===== src/rtl/dpll_lock_if.sv =====
// Handshake bundle between the phase detector / loop filter and the
// DPLL lock controller.
interface dpll_lock_if;
  logic        enable;
  logic        error_valid;
  logic [1:0]  margin_zone;
  logic        missing_pulse;
  logic [1:0]  state;
  logic        locked;
  logic        nco_freeze;
  logic [3:0]  kp_shift;
  logic [3:0]  ki_shift;
  logic        lock_acquired;
  logic        lock_lost;
  logic [15:0] acq_cycles;

  modport master (
    output enable,
    output error_valid,
    output margin_zone,
    output missing_pulse,
    input  state,
    input  locked,
    input  nco_freeze,
    input  kp_shift,
    input  ki_shift,
    input  lock_acquired,
    input  lock_lost,
    input  acq_cycles
  );

  modport slave (
    input  enable,
    input  error_valid,
    input  margin_zone,
    input  missing_pulse,
    output state,
    output locked,
    output nco_freeze,
    output kp_shift,
    output ki_shift,
    output lock_acquired,
    output lock_lost,
    output acq_cycles
  );
endinterface


===== src/rtl/dpll_lock_controller.sv =====
// DPLL lock sequencer: acquire, track and coast (holdover) with
// gain scheduling, lock/unlock events and acquisition time.
module dpll_lock_controller #(
  parameter int LOCK_COUNT   = 16,
  parameter int UNLOCK_COUNT = 8,
  parameter int HOLD_MISSING = 4,
  parameter int HOLD_TIMEOUT = 4096,
  parameter int ACQ_KP_SHIFT = 2,
  parameter int ACQ_KI_SHIFT = 6,
  parameter int TRK_KP_SHIFT = 4,
  parameter int TRK_KI_SHIFT = 10
) (
  input  logic       clk,
  input  logic       reset,
  dpll_lock_if.slave bus
);

  localparam int GW = $clog2(LOCK_COUNT + 1);
  localparam int BW = $clog2(UNLOCK_COUNT + 1);
  localparam int MW = $clog2(HOLD_MISSING + 1);
  localparam int HW = $clog2(HOLD_TIMEOUT);

  localparam logic [GW-1:0] GOOD_LAST = GW'(LOCK_COUNT - 1);
  localparam logic [BW-1:0] BAD_LAST  = BW'(UNLOCK_COUNT - 1);
  localparam logic [MW-1:0] MISS_LAST = MW'(HOLD_MISSING - 1);
  localparam logic [HW-1:0] HOLD_LAST = HW'(HOLD_TIMEOUT - 1);

  localparam logic [1:0] S_IDLE = 2'b00;
  localparam logic [1:0] S_ACQ  = 2'b01;
  localparam logic [1:0] S_TRK  = 2'b10;
  localparam logic [1:0] S_HOLD = 2'b11;

  logic [1:0]    state_q, state_d;
  logic [GW-1:0] good_q, good_d;
  logic [BW-1:0] bad_q, bad_d;
  logic [MW-1:0] miss_q, miss_d;
  logic [HW-1:0] hold_q, hold_d;
  logic [15:0]   atmr_q, atmr_d;
  logic [15:0]   acq_cyc_q, acq_cyc_d;
  logic          lacq_q, lacq_d;
  logic          llost_q, llost_d;
  logic          locked_q, locked_d;
  logic          freeze_q, freeze_d;
  logic [3:0]    kp_q, kp_d;
  logic [3:0]    ki_q, ki_d;

  logic on_time;
  logic way_off;

  assign on_time = bus.error_valid && (bus.margin_zone == 2'b01);
  assign way_off = bus.error_valid && (bus.margin_zone == 2'b11);

  always_comb begin
    state_d   = state_q;
    good_d    = good_q;
    bad_d     = bad_q;
    miss_d    = miss_q;
    hold_d    = hold_q;
    atmr_d    = atmr_q;
    acq_cyc_d = acq_cyc_q;
    lacq_d    = 1'b0;
    llost_d   = 1'b0;
    if (!bus.enable) begin
      state_d = S_IDLE;
      good_d  = '0;
      bad_d   = '0;
      miss_d  = '0;
      hold_d  = '0;
      atmr_d  = '0;
    end else begin
      unique case (state_q)
        S_IDLE: begin
          state_d = S_ACQ;
          good_d  = '0;
          atmr_d  = '0;
          bad_d   = '0;
          miss_d  = '0;
        end
        S_ACQ: begin
          if (atmr_q != 16'hFFFF) atmr_d = atmr_q + 16'd1;
          if (on_time) begin
            good_d = good_q + 1'b1;
            if (good_q == GOOD_LAST) begin
              state_d   = S_TRK;
              lacq_d    = 1'b1;
              acq_cyc_d = (atmr_q == 16'hFFFF) ? 16'hFFFF
                                               : atmr_q + 16'd1;
              bad_d     = '0;
              miss_d    = '0;
            end
          end else if (bus.error_valid) begin
            good_d = '0;
          end
        end
        S_TRK: begin
          // An edge in the same cycle as a missing flag masks the flag.
          if (bus.error_valid) begin
            miss_d = '0;
            unique case (1'b1)
              way_off: begin
                bad_d = bad_q + 1'b1;
                if (bad_q == BAD_LAST) begin
                  state_d = S_ACQ;
                  llost_d = 1'b1;
                  good_d  = '0;
                  atmr_d  = '0;
                end
              end
              on_time: begin
                if (bad_q != '0) bad_d = bad_q - 1'b1;
              end
              default: ;
            endcase
          end else if (bus.missing_pulse) begin
            miss_d = miss_q + 1'b1;
            if (miss_q == MISS_LAST) begin
              state_d = S_HOLD;
              hold_d  = '0;
            end
          end
        end
        S_HOLD: begin
          hold_d = hold_q + 1'b1;
          if (on_time) begin
            state_d = S_TRK;
            miss_d  = '0;
          end else if (hold_q == HOLD_LAST) begin
            state_d = S_ACQ;
            llost_d = 1'b1;
            good_d  = '0;
            atmr_d  = '0;
          end
        end
        default: state_d = S_IDLE;
      endcase
    end
    locked_d = state_d[1];
    freeze_d = (state_d == S_HOLD);
    kp_d     = state_d[1] ? 4'(TRK_KP_SHIFT) : 4'(ACQ_KP_SHIFT);
    ki_d     = state_d[1] ? 4'(TRK_KI_SHIFT) : 4'(ACQ_KI_SHIFT);
  end

  always_ff @(posedge clk) begin
    if (reset) begin
      state_q   <= S_IDLE;
      good_q    <= '0;
      bad_q     <= '0;
      miss_q    <= '0;
      hold_q    <= '0;
      atmr_q    <= '0;
      acq_cyc_q <= '0;
      lacq_q    <= 1'b0;
      llost_q   <= 1'b0;
      locked_q  <= 1'b0;
      freeze_q  <= 1'b0;
      kp_q      <= 4'(ACQ_KP_SHIFT);
      ki_q      <= 4'(ACQ_KI_SHIFT);
    end else begin
      state_q   <= state_d;
      good_q    <= good_d;
      bad_q     <= bad_d;
      miss_q    <= miss_d;
      hold_q    <= hold_d;
      atmr_q    <= atmr_d;
      acq_cyc_q <= acq_cyc_d;
      lacq_q    <= lacq_d;
      llost_q   <= llost_d;
      locked_q  <= locked_d;
      freeze_q  <= freeze_d;
      kp_q      <= kp_d;
      ki_q      <= ki_d;
    end
  end

  assign bus.state         = state_q;
  assign bus.locked        = locked_q;
  assign bus.nco_freeze    = freeze_q;
  assign bus.kp_shift      = kp_q;
  assign bus.ki_shift      = ki_q;
  assign bus.lock_acquired = lacq_q;
  assign bus.lock_lost     = llost_q;
  assign bus.acq_cycles    = acq_cyc_q;

endmodule

===== src/flat_wrapper.sv =====
// flat-port wrapper written by rule: the top's interface ports become plain ports
module dpll_lock_controller_flat 
#(
  parameter int LOCK_COUNT   = 16,
  parameter int UNLOCK_COUNT = 8,
  parameter int HOLD_MISSING = 4,
  parameter int HOLD_TIMEOUT = 4096,
  parameter int ACQ_KP_SHIFT = 2,
  parameter int ACQ_KI_SHIFT = 6,
  parameter int TRK_KP_SHIFT = 4,
  parameter int TRK_KI_SHIFT = 10
)
  (clk, reset, bus_enable, bus_error_valid, bus_margin_zone, bus_missing_pulse, bus_state, bus_locked, bus_nco_freeze, bus_kp_shift, bus_ki_shift, bus_lock_acquired, bus_lock_lost, bus_acq_cycles);
  dpll_lock_if bus_i ();
  input  logic clk;
  input  logic reset;
  input wire logic [$bits(bus_i.enable)-1:0] bus_enable;
  input wire logic [$bits(bus_i.error_valid)-1:0] bus_error_valid;
  input wire logic [$bits(bus_i.margin_zone)-1:0] bus_margin_zone;
  input wire logic [$bits(bus_i.missing_pulse)-1:0] bus_missing_pulse;
  output wire logic [$bits(bus_i.state)-1:0] bus_state;
  output wire logic [$bits(bus_i.locked)-1:0] bus_locked;
  output wire logic [$bits(bus_i.nco_freeze)-1:0] bus_nco_freeze;
  output wire logic [$bits(bus_i.kp_shift)-1:0] bus_kp_shift;
  output wire logic [$bits(bus_i.ki_shift)-1:0] bus_ki_shift;
  output wire logic [$bits(bus_i.lock_acquired)-1:0] bus_lock_acquired;
  output wire logic [$bits(bus_i.lock_lost)-1:0] bus_lock_lost;
  output wire logic [$bits(bus_i.acq_cycles)-1:0] bus_acq_cycles;
  assign bus_i.enable = bus_enable;
  assign bus_i.error_valid = bus_error_valid;
  assign bus_i.margin_zone = bus_margin_zone;
  assign bus_i.missing_pulse = bus_missing_pulse;
  assign bus_state = bus_i.state;
  assign bus_locked = bus_i.locked;
  assign bus_nco_freeze = bus_i.nco_freeze;
  assign bus_kp_shift = bus_i.kp_shift;
  assign bus_ki_shift = bus_i.ki_shift;
  assign bus_lock_acquired = bus_i.lock_acquired;
  assign bus_lock_lost = bus_i.lock_lost;
  assign bus_acq_cycles = bus_i.acq_cycles;
  dpll_lock_controller #(.LOCK_COUNT(LOCK_COUNT), .UNLOCK_COUNT(UNLOCK_COUNT), .HOLD_MISSING(HOLD_MISSING), .HOLD_TIMEOUT(HOLD_TIMEOUT), .ACQ_KP_SHIFT(ACQ_KP_SHIFT), .ACQ_KI_SHIFT(ACQ_KI_SHIFT), .TRK_KP_SHIFT(TRK_KP_SHIFT), .TRK_KI_SHIFT(TRK_KI_SHIFT)) u_core (.clk(clk), .reset(reset), .bus(bus_i));
endmodule

===== config.mk =====
export PLATFORM = sky130hd
export DESIGN_NAME = dpll_lock_controller_flat
export DESIGN_NICKNAME = d
export VERILOG_FILES = /design/src/rtl/dpll_lock_if.sv /design/src/rtl/dpll_lock_controller.sv /design/src/flat_wrapper.sv
export SDC_FILE = /design/constraint.sdc
export NUM_CORES = 1
export LEC_CHECK = 0
export CORE_AREA = 4 4 118 120
export CTS_CLUSTER_DIAMETER = 60
export DETAILED_ROUTE_END_ITERATION = 12
export DIE_AREA = 0 0 122 124
export PLACE_DENSITY_LB_ADDON = 0.25
export SETUP_SLACK_MARGIN = 0.05
export SLEW_MARGIN = 30
export SYNTH_ARGS = -nofsm -noshare
export SYNTH_HDL_FRONTEND = slang
export SYNTH_SLANG_ARGS = --single-unit

===== constraint.sdc =====
create_clock -name clk -period 2.6 [get_ports clk]
set_input_delay 0.78 -clock clk [delete_from_list [all_inputs] [get_ports clk]]
set_output_delay 0.78 -clock clk [all_outputs]
set_load 0.005 [all_outputs]

==> flow_metrics.py <==
metrics = {
    "sta": {
        "min_period_ps": 2360,
        "timing.final.hold_violations": 0,
        "finalSetupViolCount": 0,
        "clock.fmax_mhz": 424,
        "timing.final.crit_share_pct": 90.8,
        "worst_slack_ps": 240,
        "rsz_0062_raised_after_global_routing": "false",
        "pins_over_their_slew_limit": 0,
        "timing.max_slew.rel_slack_pct": 56.1,
        "worst-slew-pin-transition_ps": 654,
        "finalClockSkew_ps": 3.87,
    },
    "final_layout": {
        "syn_to_final_growth_pct": 29.7,
        "stdcell_count": 599,
        "multiInputGateArea_um2": 1720,
        "layout.nets": 434,
        "drive_above_1_share_pct": 12.8,
        "layout.filler_cells": 1390,
        "finalCoreUtilization_pct": 31.5,
        "area.sequential_um2": 1240,
        "antennaDiodeCount": 0,
    },
    "floorplan": {
        "core.rowCount": 42,
        "initial_utilization_pct": 24.3,
        "floorplan.die.height_um": 124,
        "core_area_um2": 13000,
        "die_area_um2": 15100,
        "die_w_um": 122,
        "ioPinCount": 37,
    },
    "worst_setup_path": {
        "cp_top_family": "simple AND/OR/NAND/NOR gates",
        "critical_path.n_buffers_inverters": 1,
        "crit_path_max_incr_delay_ps": 470,
        "cp-end-kind": "register",
        "worst-endpoint-arrival_ps": 2550,
        "critPathLaunchType": "primary input",
        "crit_path_top_delay_cell": "clkdlybuf4s50_1",
        "crit_type": "primary input to register",
        "worst-path-max-fanout": 10,
        "worst_ep_required_time_ps": 2790,
        "path_cells": "clkdlybuf4s50_1 > and3b_1 > nor4_2 > or3b_1 > a21boi_4 > o22ai_1",
    },
    "clock_tree": {
        "cts-resized-gates": 0,
        "clk_buf_depth": 2,
        "cts_tree": "yes",
        "clk_root_buffer_cell": "clkbuf_16",
        "tritoncts.num_buffers": 9,
        "cts_post_setup_buffers_inserted": 0,
        "postCtsHoldBufs": 0,
        "cts_h_tree_lvls": 3,
        "worstSkewPairLatency_ps": 330,
        "clock_pin_slew_on_the_worst_setup_and_hold_paths_ps": 50,
        "cts_sinks": 62,
    },
    "synth": {
        "postSynth.topFlopCell": "dfxtp_1",
        "synth_area_leader_cell": "dfxtp_1",
        "avgSynthCellArea_um2": 8.41,
        "mappedNetlistArea_um2": 3150,
        "synth.top_cell.area_share_pct": 39.3,
        "synth_async_sr_flop_share_pct": 0,
        "share_of_the_yosys_chip_area_belonging_to_registers_pct": 39.3,
        "ys.warnings.count": 0,
        "postSynthRegisterBits": 62,
        "netlist_top_cells_count": "dfxtp_1 (62), nand2_1 (42), nor2_1 (41)",
        "netlist-cell-type-count": 65,
        "post_synth_main_area_contributors": "dfxtp_1 (39%), nand2_1 (5.0%), nor2_1 (4.9%), a21oi_1 (3.2%), ha_1 (3.2%)",
        "syn-instance-count": 375,
        "yosys.cell_count.top_type": "dfxtp_1",
        "synth-edff-count": 0,
    },
    "power_and_ir_drop": {
        "static_leakage_nw": 1.46,
        "pd_cells_nw_per_um2": 583,
        "max-vdd-ir-drop_v": 0.000266,
        "totalPowerFinal_w": 0.00239,
    },
    "placed_design": {
        "placed_cells_incl_taps": 583,
        "place_ws_ps": -102,
        "place.port_buffers": 32,
        "place.detailed.hpwl_um": 5760,
        "finalWeightedCongestion": 0.854,
    },
    "global_routing": {
        "grt_first_pass_wirelength_um": 13600,
        "initial_antenna_violation_count": 0,
        "grt_pass1_vias": 2768,
        "grt_overflow_total": 0,
        "global_route.usage.total_pct": 11.2,
        "grt_start_max_net_pins": 25,
    },
    "drt": {
        "wl_met1_um": 3750,
        "drt_pass1_iterations": 5,
        "drt-total-wl_um": 7950,
        "detailroute.via_count": 2843,
        "viasPerCell": 4.75,
        "wire_per_inst_um": 13.3,
        "maxUsedRoutingLayer": "met4",
        "met3_wirelength_um": 325,
        "routed-wl-met2_um": 3670,
        "ant_nets": 0,
        "initialDrtViolationCount": 111,
        "number_of_remaining_drc_errors": 0,
    },
    "flow_run": {
        "drv.max_cap_violation_count": 0,
    },
    "min_path": {
        "min-delay-path-class": "register to register",
    },
    "status": {
        "run_status": "finished clean",
    },
}
==> path summary, 6_finish.rpt <==
check / startpoint / endpoint / cells past startpoint / slack [ps]
worst max-delay path: bus_margin_zone[1] / u_core.atmr_q[1] / 6 / 240
worst min-delay path: u_core.miss_q[2] / u_core.miss_q[2] / 2 / 450
worst max register to register: u_core.atmr_q[1] / u_core.atmr_q[4] / 6 / 380
worst min register to register: u_core.miss_q[2] / u_core.miss_q[2] / 2 / 450
==> sequential cells by signal, summed over array words and instances, names as in the netlist <==
name                      cells
u_core.bus.nco_freeze         1
u_core.miss_q                 3
u_core.bus.lock_acquired      1
u_core.bad_q                  4
u_core.bus.ki_shift           1
u_core.atmr_q                16
u_core.bus.acq_cycles        16
u_core.bus.lock_lost          1
u_core.good_q                 5
u_core.bus.state              2
u_core.hold_q                12
==> where the power goes <==
group	total, W	switching [W]	internal, W	leakage, nW
combinational	0.0000895	0.0000511	0.0000384	0.797
clock	0.00134	0.000426	0.000916	0.166
sequential	0.000954	0.00000213	0.000952	0.499
==> placed cells by master, fill, tap and decap left out, drive strengths merged, types with 4 or more instances in the layout <==
cell / count
ha: 8
or3: 7
nand3: 12
nand4: 9
xor2: 9
a21oi: 20
inv: 7
xnor2: 6
o22ai: 15
a211oi: 9
nor2: 43
o32ai: 4
dfxtp: 62
o21ai: 16
clkbuf: 13
buf: 28
clkdlybuf4s50: 32
nor4: 4
nor3: 5
and3: 8
and4: 4
nand2: 42
conb: 4
==> stage by stage <==
| stage | setup TNS, ps | hold slack, ps | cell area, um2 |
|---|---|---|---|
| after global placement | -524 | 442 | 3750 |
| final | 0 | 454 | 4090 |
| after global routing | 0 | 494 | 4090 |
| after floorplan | 0 | 432 | 3160 |
| after CTS | 0 | 460 | 4090 |
| after detailed placement | -1240 | 453 | 3750 |
==> layer usage <==
layer / GRT usage [%] / vias to the layer above
li1: - / 1434
met1: 13.9 / 1320
met2: 18.2 / 67
met3: 3.04 / 22
met4: 5.11 / 0
met5: 0 / -
==> cell families after synthesis <==
family	count (synthesis)	share of synthesized area, %
AND/OR/NAND/NOR	154	25.1
AO/OA/AOI/OAI	92	19.7
flip-flops	62	39.3
buffers and inverters	37	6.23
XOR/XNOR	15	4.17
adder cells (fa/ha/maj)	9	3.81
multiplexers	4	1.35
other	2	0.238
==> layout make-up <==
cell class,instances,area share [%]
sequential,62,30.3
tap,176,5.38
inverter,7,0.642
timing repair buffer,60,13.3
multi-input combinational,278,42.2
clock buffer,13,6.61
clock inverter,3,1.59
==> tightest hold or removal path: cells and delay by family, from the launching register on <==
kind	cells	cell delay, ps
AOI/OAI and AO/OA	1	50
DFF	1	310
and+or+nand+nor	1	50
Power figures use the tool's default switching activity.
